File: src/rtl/game_pkg.sv
// Shared types and constants for the game-flow controller.
package game_pkg;

  localparam int LIVES_W = 4;
  localparam int ENEMY_W = 6;

  typedef enum logic [2:0] {
    MENU,
    START,
    PLAYING,
    CONTINUE,
    FINAL,
    PAUSED
  } game_state_e;

  function automatic int unsigned popcount(input logic [31:0] v);
    int unsigned n;
    n = 0;
    for (int i = 0; i < 32; i++) n += 32'(v[i]);
    return n;
  endfunction

endpackage

File: src/rtl/game_ctrl_if.sv
// Button, gameplay-event and screen/status signals of the game-flow controller.
interface game_ctrl_if #(
  parameter int NUM_PLAYERS = 2,
  parameter int SCORE_W     = 11
);
  import game_pkg::*;

  localparam int NP_W = $clog2(NUM_PLAYERS + 1);

  logic                           frame_tick_i;
  logic                           fire_i;
  logic                           sel_up_i;
  logic                           sel_down_i;
  logic                           pause_i;
  logic [NUM_PLAYERS-1:0]         player_die_i;
  logic [NUM_PLAYERS-1:0]         enemy_kill_i;
  logic                           eagle_hit_i;

  logic                           is_menu_o;
  logic                           is_playing_o;
  logic                           is_continue_o;
  logic                           is_final_o;
  logic                           is_paused_o;
  logic                           round_reset_o;
  logic [NP_W-1:0]                num_players_o;
  logic [NUM_PLAYERS-1:0]         active_o;
  logic [LIVES_W*NUM_PLAYERS-1:0] lives_o;
  logic [SCORE_W*NUM_PLAYERS-1:0] score_o;
  logic [ENEMY_W-1:0]             enemy_left_o;
  logic [3:0]                     level_o;
  logic                           win_o;

  modport slave (
    input  frame_tick_i, fire_i, sel_up_i, sel_down_i, pause_i,
           player_die_i, enemy_kill_i, eagle_hit_i,
    output is_menu_o, is_playing_o, is_continue_o, is_final_o, is_paused_o,
           round_reset_o, num_players_o, active_o, lives_o, score_o,
           enemy_left_o, level_o, win_o
  );

  modport master (
    output frame_tick_i, fire_i, sel_up_i, sel_down_i, pause_i,
           player_die_i, enemy_kill_i, eagle_hit_i,
    input  is_menu_o, is_playing_o, is_continue_o, is_final_o, is_paused_o,
           round_reset_o, num_players_o, active_o, lives_o, score_o,
           enemy_left_o, level_o, win_o
  );

endinterface

File: src/rtl/game_ctrl_btn_edge.sv
// Registered rising-edge detector for a level-sensitive button input.
module btn_edge (
  input  logic clk_i,
  input  logic reset_i,
  input  logic btn_i,
  output logic rise_o
);

  logic prev_q;

  // NOTE: sequential state uses non-blocking assignments so every flop samples pre-edge values.
  always_ff @(posedge clk_i) begin
    if (reset_i) begin
      prev_q <= 1'b0;
      rise_o <= 1'b0;
    end else begin
      prev_q <= btn_i;
      rise_o <= btn_i & ~prev_q;
    end
  end

endmodule

File: src/rtl/game_ctrl.sv
// Game-flow controller: player select, rounds, lives/score, levels and final screen.
// Optional pause screen is built when GAME_CTRL_PAUSE_EN is defined.
module game_ctrl
  import game_pkg::*;
#(
  parameter int NUM_PLAYERS       = 2,
  parameter int LIVES_INIT        = 4,
  parameter int ENEMIES_PER_LEVEL = 20,
  parameter int NUM_LEVELS        = 8,
  parameter int SCORE_W           = 11,
  parameter int FINAL_FRAMES      = 180
) (
  input  logic       clk_i,
  input  logic       reset_i,
  game_ctrl_if.slave bus
);

  localparam int NP_W = $clog2(NUM_PLAYERS + 1);
  localparam int FC_W = $clog2(FINAL_FRAMES + 1);

  game_state_e                         state_q, state_d;
  logic [NP_W-1:0]                     num_q, num_d;
  logic [NUM_PLAYERS-1:0][LIVES_W-1:0] lives_q, lives_d;
  logic [NUM_PLAYERS-1:0][SCORE_W-1:0] score_q, score_d;
  logic [ENEMY_W-1:0]                  enemy_q, enemy_d, kills;
  logic [3:0]                          level_q, level_d;
  logic                                win_q, win_d;
  logic [FC_W-1:0]                     frame_q, frame_d;
  logic [NUM_PLAYERS-1:0]              active_d;
  logic                                any_alive;
  logic                                fire_rise, up_rise, down_rise, pause_rise;

  btn_edge u_fire (.clk_i, .reset_i, .btn_i(bus.fire_i),     .rise_o(fire_rise));
  btn_edge u_up   (.clk_i, .reset_i, .btn_i(bus.sel_up_i),   .rise_o(up_rise));
  btn_edge u_down (.clk_i, .reset_i, .btn_i(bus.sel_down_i), .rise_o(down_rise));

`ifdef GAME_CTRL_PAUSE_EN
  btn_edge u_pause (.clk_i, .reset_i, .btn_i(bus.pause_i), .rise_o(pause_rise));
`else
  assign pause_rise      = 1'b0;
  assign bus.is_paused_o = 1'b0;
`endif

  // NOTE: every combinational output gets a default first so no path leaves it unassigned (no latches).
  always_comb begin
    state_d   = state_q;
    num_d     = num_q;
    lives_d   = lives_q;
    score_d   = score_q;
    enemy_d   = enemy_q;
    level_d   = level_q;
    win_d     = win_q;
    frame_d   = frame_q;
    any_alive = 1'b0;
    kills     = ENEMY_W'(popcount(32'(bus.enemy_kill_i)));

    case (state_q)
      MENU: begin
        if (up_rise && num_q != NP_W'(NUM_PLAYERS)) begin
          num_d = num_q + NP_W'(1);
        end else if (down_rise && num_q != NP_W'(1)) begin
          num_d = num_q - NP_W'(1);
        end
        // A new game loads everything up front so the round-reset cycle already shows it.
        if (fire_rise) begin
          state_d = START;
          for (int i = 0; i < NUM_PLAYERS; i++) begin
            lives_d[i] = (i < int'(num_d)) ? LIVES_W'(LIVES_INIT) : '0;
          end
          score_d = '0;
          level_d = '0;
          win_d   = 1'b0;
          enemy_d = ENEMY_W'(ENEMIES_PER_LEVEL);
        end
      end

      START: state_d = PLAYING;

      PLAYING: begin
        if (pause_rise) begin
          state_d = PAUSED;
        end else begin
          for (int i = 0; i < NUM_PLAYERS; i++) begin
            if (bus.player_die_i[i] && lives_q[i] != '0) lives_d[i] = lives_q[i] - LIVES_W'(1);
            if (bus.enemy_kill_i[i] && score_q[i] != '1) score_d[i] = score_q[i] + SCORE_W'(1);
            if (lives_d[i] != '0) any_alive = 1'b1;
          end
          enemy_d = (kills >= enemy_q) ? '0 : enemy_q - kills;
          // Game over outranks a level clear landing in the same cycle.
          if (bus.eagle_hit_i || !any_alive) begin
            state_d = FINAL;
            win_d   = 1'b0;
            frame_d = '0;
          end else if (enemy_d == '0 && level_q == 4'(NUM_LEVELS - 1)) begin
            state_d = FINAL;
            win_d   = 1'b1;
            frame_d = '0;
          end else if (enemy_d == '0) begin
            state_d = CONTINUE;
          end
        end
      end

      CONTINUE: begin
        if (fire_rise) begin
          state_d = START;
          level_d = level_q + 4'd1;
          enemy_d = ENEMY_W'(ENEMIES_PER_LEVEL);
        end
      end

      FINAL: begin
        if (fire_rise) begin
          state_d = MENU;
        end else if (bus.frame_tick_i) begin
          if (frame_q == FC_W'(FINAL_FRAMES - 1)) state_d = MENU;
          else                                    frame_d = frame_q + FC_W'(1);
        end
      end

      PAUSED: begin
        if (pause_rise) state_d = PLAYING;
      end

      default: state_d = MENU;
    endcase

    for (int i = 0; i < NUM_PLAYERS; i++) active_d[i] = (lives_d[i] != '0);
  end

  always_ff @(posedge clk_i) begin
    if (reset_i) begin
      state_q           <= MENU;
      num_q             <= NP_W'(1);
      lives_q           <= '0;
      score_q           <= '0;
      enemy_q           <= ENEMY_W'(ENEMIES_PER_LEVEL);
      level_q           <= '0;
      win_q             <= 1'b0;
      frame_q           <= '0;
      bus.is_menu_o     <= 1'b1;
      bus.is_playing_o  <= 1'b0;
      bus.is_continue_o <= 1'b0;
      bus.is_final_o    <= 1'b0;
      bus.round_reset_o <= 1'b0;
      bus.active_o      <= '0;
      bus.win_o         <= 1'b0;
`ifdef GAME_CTRL_PAUSE_EN
      bus.is_paused_o   <= 1'b0;
`endif
    end else begin
      state_q           <= state_d;
      num_q             <= num_d;
      lives_q           <= lives_d;
      score_q           <= score_d;
      enemy_q           <= enemy_d;
      level_q           <= level_d;
      win_q             <= win_d;
      frame_q           <= frame_d;
      bus.is_menu_o     <= (state_d == MENU);
      bus.is_playing_o  <= (state_d == PLAYING);
      bus.is_continue_o <= (state_d == CONTINUE);
      bus.is_final_o    <= (state_d == FINAL);
      bus.round_reset_o <= (state_d == START);
      bus.active_o      <= active_d;
      bus.win_o         <= win_d && (state_d == FINAL);
`ifdef GAME_CTRL_PAUSE_EN
      bus.is_paused_o   <= (state_d == PAUSED);
`endif
    end
  end

  assign bus.num_players_o = num_q;
  assign bus.lives_o       = lives_q;
  assign bus.score_o       = score_q;
  assign bus.enemy_left_o  = enemy_q;
  assign bus.level_o       = level_q;

endmodule

File: src/flat_wrapper.sv
// flat-port wrapper written by rule: the top's interface ports become plain ports
module game_ctrl_flat import game_pkg::*;
#(
  parameter int NUM_PLAYERS       = 2,
  parameter int LIVES_INIT        = 4,
  parameter int ENEMIES_PER_LEVEL = 20,
  parameter int NUM_LEVELS        = 8,
  parameter int SCORE_W           = 11,
  parameter int FINAL_FRAMES      = 180
)
  (clk_i, reset_i, bus_frame_tick_i, bus_fire_i, bus_sel_up_i, bus_sel_down_i, bus_pause_i, bus_player_die_i, bus_enemy_kill_i, bus_eagle_hit_i, bus_is_menu_o, bus_is_playing_o, bus_is_continue_o, bus_is_final_o, bus_is_paused_o, bus_round_reset_o, bus_num_players_o, bus_active_o, bus_lives_o, bus_score_o, bus_enemy_left_o, bus_level_o, bus_win_o);
  game_ctrl_if #(.NUM_PLAYERS(NUM_PLAYERS), .SCORE_W(SCORE_W)) bus_i ();
  input  logic clk_i;
  input  logic reset_i;
  input wire logic [$bits(bus_i.frame_tick_i)-1:0] bus_frame_tick_i;
  input wire logic [$bits(bus_i.fire_i)-1:0] bus_fire_i;
  input wire logic [$bits(bus_i.sel_up_i)-1:0] bus_sel_up_i;
  input wire logic [$bits(bus_i.sel_down_i)-1:0] bus_sel_down_i;
  input wire logic [$bits(bus_i.pause_i)-1:0] bus_pause_i;
  input wire logic [$bits(bus_i.player_die_i)-1:0] bus_player_die_i;
  input wire logic [$bits(bus_i.enemy_kill_i)-1:0] bus_enemy_kill_i;
  input wire logic [$bits(bus_i.eagle_hit_i)-1:0] bus_eagle_hit_i;
  output wire logic [$bits(bus_i.is_menu_o)-1:0] bus_is_menu_o;
  output wire logic [$bits(bus_i.is_playing_o)-1:0] bus_is_playing_o;
  output wire logic [$bits(bus_i.is_continue_o)-1:0] bus_is_continue_o;
  output wire logic [$bits(bus_i.is_final_o)-1:0] bus_is_final_o;
  output wire logic [$bits(bus_i.is_paused_o)-1:0] bus_is_paused_o;
  output wire logic [$bits(bus_i.round_reset_o)-1:0] bus_round_reset_o;
  output wire logic [$bits(bus_i.num_players_o)-1:0] bus_num_players_o;
  output wire logic [$bits(bus_i.active_o)-1:0] bus_active_o;
  output wire logic [$bits(bus_i.lives_o)-1:0] bus_lives_o;
  output wire logic [$bits(bus_i.score_o)-1:0] bus_score_o;
  output wire logic [$bits(bus_i.enemy_left_o)-1:0] bus_enemy_left_o;
  output wire logic [$bits(bus_i.level_o)-1:0] bus_level_o;
  output wire logic [$bits(bus_i.win_o)-1:0] bus_win_o;
  assign bus_i.frame_tick_i = bus_frame_tick_i;
  assign bus_i.fire_i = bus_fire_i;
  assign bus_i.sel_up_i = bus_sel_up_i;
  assign bus_i.sel_down_i = bus_sel_down_i;
  assign bus_i.pause_i = bus_pause_i;
  assign bus_i.player_die_i = bus_player_die_i;
  assign bus_i.enemy_kill_i = bus_enemy_kill_i;
  assign bus_i.eagle_hit_i = bus_eagle_hit_i;
  assign bus_is_menu_o = bus_i.is_menu_o;
  assign bus_is_playing_o = bus_i.is_playing_o;
  assign bus_is_continue_o = bus_i.is_continue_o;
  assign bus_is_final_o = bus_i.is_final_o;
  assign bus_is_paused_o = bus_i.is_paused_o;
  assign bus_round_reset_o = bus_i.round_reset_o;
  assign bus_num_players_o = bus_i.num_players_o;
  assign bus_active_o = bus_i.active_o;
  assign bus_lives_o = bus_i.lives_o;
  assign bus_score_o = bus_i.score_o;
  assign bus_enemy_left_o = bus_i.enemy_left_o;
  assign bus_level_o = bus_i.level_o;
  assign bus_win_o = bus_i.win_o;
  game_ctrl #(.NUM_PLAYERS(NUM_PLAYERS), .LIVES_INIT(LIVES_INIT), .ENEMIES_PER_LEVEL(ENEMIES_PER_LEVEL), .NUM_LEVELS(NUM_LEVELS), .SCORE_W(SCORE_W), .FINAL_FRAMES(FINAL_FRAMES)) u_core (.clk_i(clk_i), .reset_i(reset_i), .bus(bus_i));
endmodule
File: config.mk
export PLATFORM = sky130hd
export DESIGN_NAME = game_ctrl_flat
export DESIGN_NICKNAME = d
export VERILOG_FILES = /design/src/rtl/game_pkg.sv /design/src/rtl/game_ctrl_if.sv /design/src/rtl/game_ctrl_btn_edge.sv /design/src/rtl/game_ctrl.sv /design/src/flat_wrapper.sv
export SDC_FILE = /design/constraint.sdc
export NUM_CORES = 1
export LEC_CHECK = 0
export ABC_AREA = 1
export CAP_MARGIN = 0
export CORE_ASPECT_RATIO = 0.5
export CORE_MARGIN = 10
export CORE_UTILIZATION = 50
export CTS_CLUSTER_SIZE = 28
export DETAILED_ROUTE_END_ITERATION = 16
export GPL_TIMING_DRIVEN = 0
export PLACE_DENSITY = 0.76
export SKIP_CTS_REPAIR_TIMING = 1
export SYNTH_ARGS = -nofsm -noshare
export SYNTH_HDL_FRONTEND = slang
export SYNTH_SLANG_ARGS = --single-unit
File: constraint.sdc
create_clock -name clk_i -period 2.7 [get_ports clk_i]
set_input_delay 0.405 -clock clk_i [delete_from_list [all_inputs] [get_ports clk_i]]
set_output_delay 0.405 -clock clk_i [all_outputs]
set_load 0.01 [all_outputs]
==> metrics.cfg <==
[yosys]
flops_latches_synth=68
syn-cell-area_um2=3670
synth.most_common_cell=nand2_1
area_contributors_post_synth=dfxtp_1 (37%), nand2_1 (13%), inv_1 (7.6%), nor2_1 (5.3%), a21oi_1 (5.2%)
postSynth.topFlopCell=dfxtp_1
postSynthAreaPerCell_um2=7.04
cell_taking_the_most_area_after_synthesis=dfxtp_1
ys_top_cells_by_count=nand2_1 (123), inv_1 (74), dfxtp_1 (68)
number_of_enable_type_register_cells_in_the_synthesized_netlist=0
async_reset_ff_share_pct=0
ys_warn_count=0
synth_top_area_share_pct=37.1
synth_fp_nets=545
synthCells=521
synth_cell_types=45
synth_seq_area_share_pct=37.1

[sta]
final.min_clock_period_ns=2.43
worst_pin_slew_ns=0.666
relative_slew_margins_pct=55.6
finalCritPeriodShare_pct=90.1
grt_setup_unrepaired=no
finClkSkew_ns=0.00620
achievable-frequency_mhz=411
fin_hold_ws_ns=0.387
setup_violations=0
hold_viol_final=0
finalMaxSlewViolations=0

[critical_path]
kind_of_capture_point_of_the_worst_setup_path=flop
crit_path_top_delay_cell=fa_2
slowest_delay_ns=0.41
worst-path-max-fanout=8
cp.arrival_ns=2.63
timing.critical_path.cells=dlymetal6s2s_1, ha_1, ha_1, inv_1, fa_2, nand2_4, nand3_4, nand3_2, nand2_1, nor2_2, nand3_2, nand2_2, inv_2, nand2_8, nand3_4, nand2_1, a21oi_1
cp-start-kind=input port
worst-endpoint-required_ns=2.90
timing_worst_setup_path_type=input port to flop

[routing]
num_vias=3515
wl_mm=8.89
post_drt_wl_per_cell_um=12.8
route.detailed.vias_per_inst=5.08
detailedRoute.firstIterationViolations=187
firstDrtPassIters=5
drtAntennaViolNets=0
drc=0

[outcome]
run_status=complete, no violations

[power_and_ir_drop]
total_power_divided_by_cell_area_nw_per_um2=544
post-layout-total-power_mw=2.59
ir_worst_vdd_mv=0.332
static-leakage-power_nw=1.96

[place]
routabilityCongestion=0.868
post-place-cells=672
io_buffers=59
detailed_place_hpwl_mm=6.48

[floorplanning]
effective_utilization_at_floorplan_pct=53.1
die-height_um=80.6
design.portCount=63
core.rowCount=21
total_die_area_um2=11400
x_dimension_of_the_die_um=141
core_region_area_um2=6910

[clock_tree]
clock_path_buffers=2
ctsHtreeMaxLevel=3
clkSinkCount=68
cts.root.buffer_cell=clkbuf_16
clock_insertion_delay_worst_skew_ns=0.34
tritoncts_clock_tree=built
clk_pin_slew_ns=0.05
cts_made_buffers=9

[global_route]
pin_count_of_the_biggest_net_entering_global_routing=11
grt-ovfl-total=0
grt_pass1_wl_mm=14.9
first_global_vias=3287
grt_util_all_layers_pct=15.7
number_of_antenna_violations_at_the_first_check_in_global_routing=0

[layout]
inserted_diodes=0
stdcell_count=692
post-route-util_pct=68.9
finish.net_count=620
drive_above_1_share_pct=11.7
syn_to_final_growth_pct=29.8
final.fill_count=576

[worst_hold_path]
hold_class=flop to flop

[flow_run]
cap_viol_max_count=0

-- worst paths after layout --
path         depth (start not counted)  slack (ns)                               to                                    start
max                                 17        0.27   u_core.frame_q[7]$_SDFFE_PP0P_                      bus_enemy_kill_i[1]
min                                  1        0.39  u_core.u_down.rise_o$_SDFF_PP0_          u_core.u_down.prev_q$_SDFF_PP0_
max reg2reg                         14        0.36   u_core.frame_q[7]$_SDFFE_PP0P_  u_core.bus.enemy_left_o[0]$_SDFFE_PP0P_
min reg2reg                          1        0.39  u_core.u_down.rise_o$_SDFF_PP0_          u_core.u_down.prev_q$_SDFF_PP0_
-- flip-flops by register name (all words and copies together) (netlist names), 2 cells and up --
name	flops
u_core.bus.enemy_left_o	6
u_core.bus.score_o	22
u_core.bus.active_o	2
u_core.bus.level_o	4
u_core.state_q	3
u_core.bus.num_players_o	2
u_core.bus.lives_o	8
u_core.frame_q	8
-- routing by layer --
metal	track usage (%)	share of wire, %	up-vias	routed length (um)
met3	6.05	7.7	17	681
met5	0	0	-	0
met4	6.66	1.6	0	146
li1	-	-	1834	-
met1	19.2	47	1581	4210
met2	24.5	43	83	3850
-- final cells by class --
cell class | count | area [um2] | share of cell area, %
multi-input combinational | 363 | 1990 | 41.8
sequential | 68 | 1360 | 28.6
timing repair buffer | 63 | 638 | 13.4
inverter | 82 | 308 | 6.46
clock buffer | 14 | 274 | 5.75
tap | 92 | 115 | 2.42
buffer | 9 | 47.5 | 0.998
clock inverter | 1 | 30.0 | 0.630
-- stage by stage --
stage / setup TNS, ns / worst slack, ns / instance area [um2]
floorplan: 0 / 0.328 / 3670
global placement: -5.45 / -0.382 / 4370
detailed placement: -5.91 / -0.414 / 4370
CTS: -0.453 / -0.0651 / 4680
global route: 0 / 0.122 / 4760
finish: 0 / 0.268 / 4760
-- critical path: cells and delay by family --
family                   cells  cell delay (ns)
AO/OA/AOI/OAI                1             0.06
adder cells (fa/ha/maj)      3             0.82
buffers and inverters        3             0.27
AND/OR/NAND/NOR             10             1.06
-- where the power goes --
group          switching [mW]  leakage, nW  internal [mW]
combinational           0.204         1.26          0.132
clock                   0.408        0.149          0.785
sequential             0.0275        0.552           1.03
-- cell families (layout without fill, tap and decap cells) --
kind of cell / after synthesis / in the layout / synth area share (%)
xor+xnor: 9 / 9 / 2.15
fa+ha+maj: 12 / 12 / 4.30
flops: 68 / 68 / 37.1
simple gates: 264 / 265 / 34.3
compound gates: 76 / 76 / 12.4
buf+inv: 91 / 169 / 9.69
other cells: 1 / 1 / 0.102
-- cells in the final DEF, fill, tap and decap left out, types with 11 or more instances in the layout --
cell,count
o21ai_0,14
nor3_1,14
nand3_1,30
ha_1,11
nand4_1,13
a21oi_1,38
clkdlybuf4s50_1,57
nand2_1,118
inv_1,73
nor2_1,51
dfxtp_1,68
Note: power is estimated with default switching activity, not from simulation.
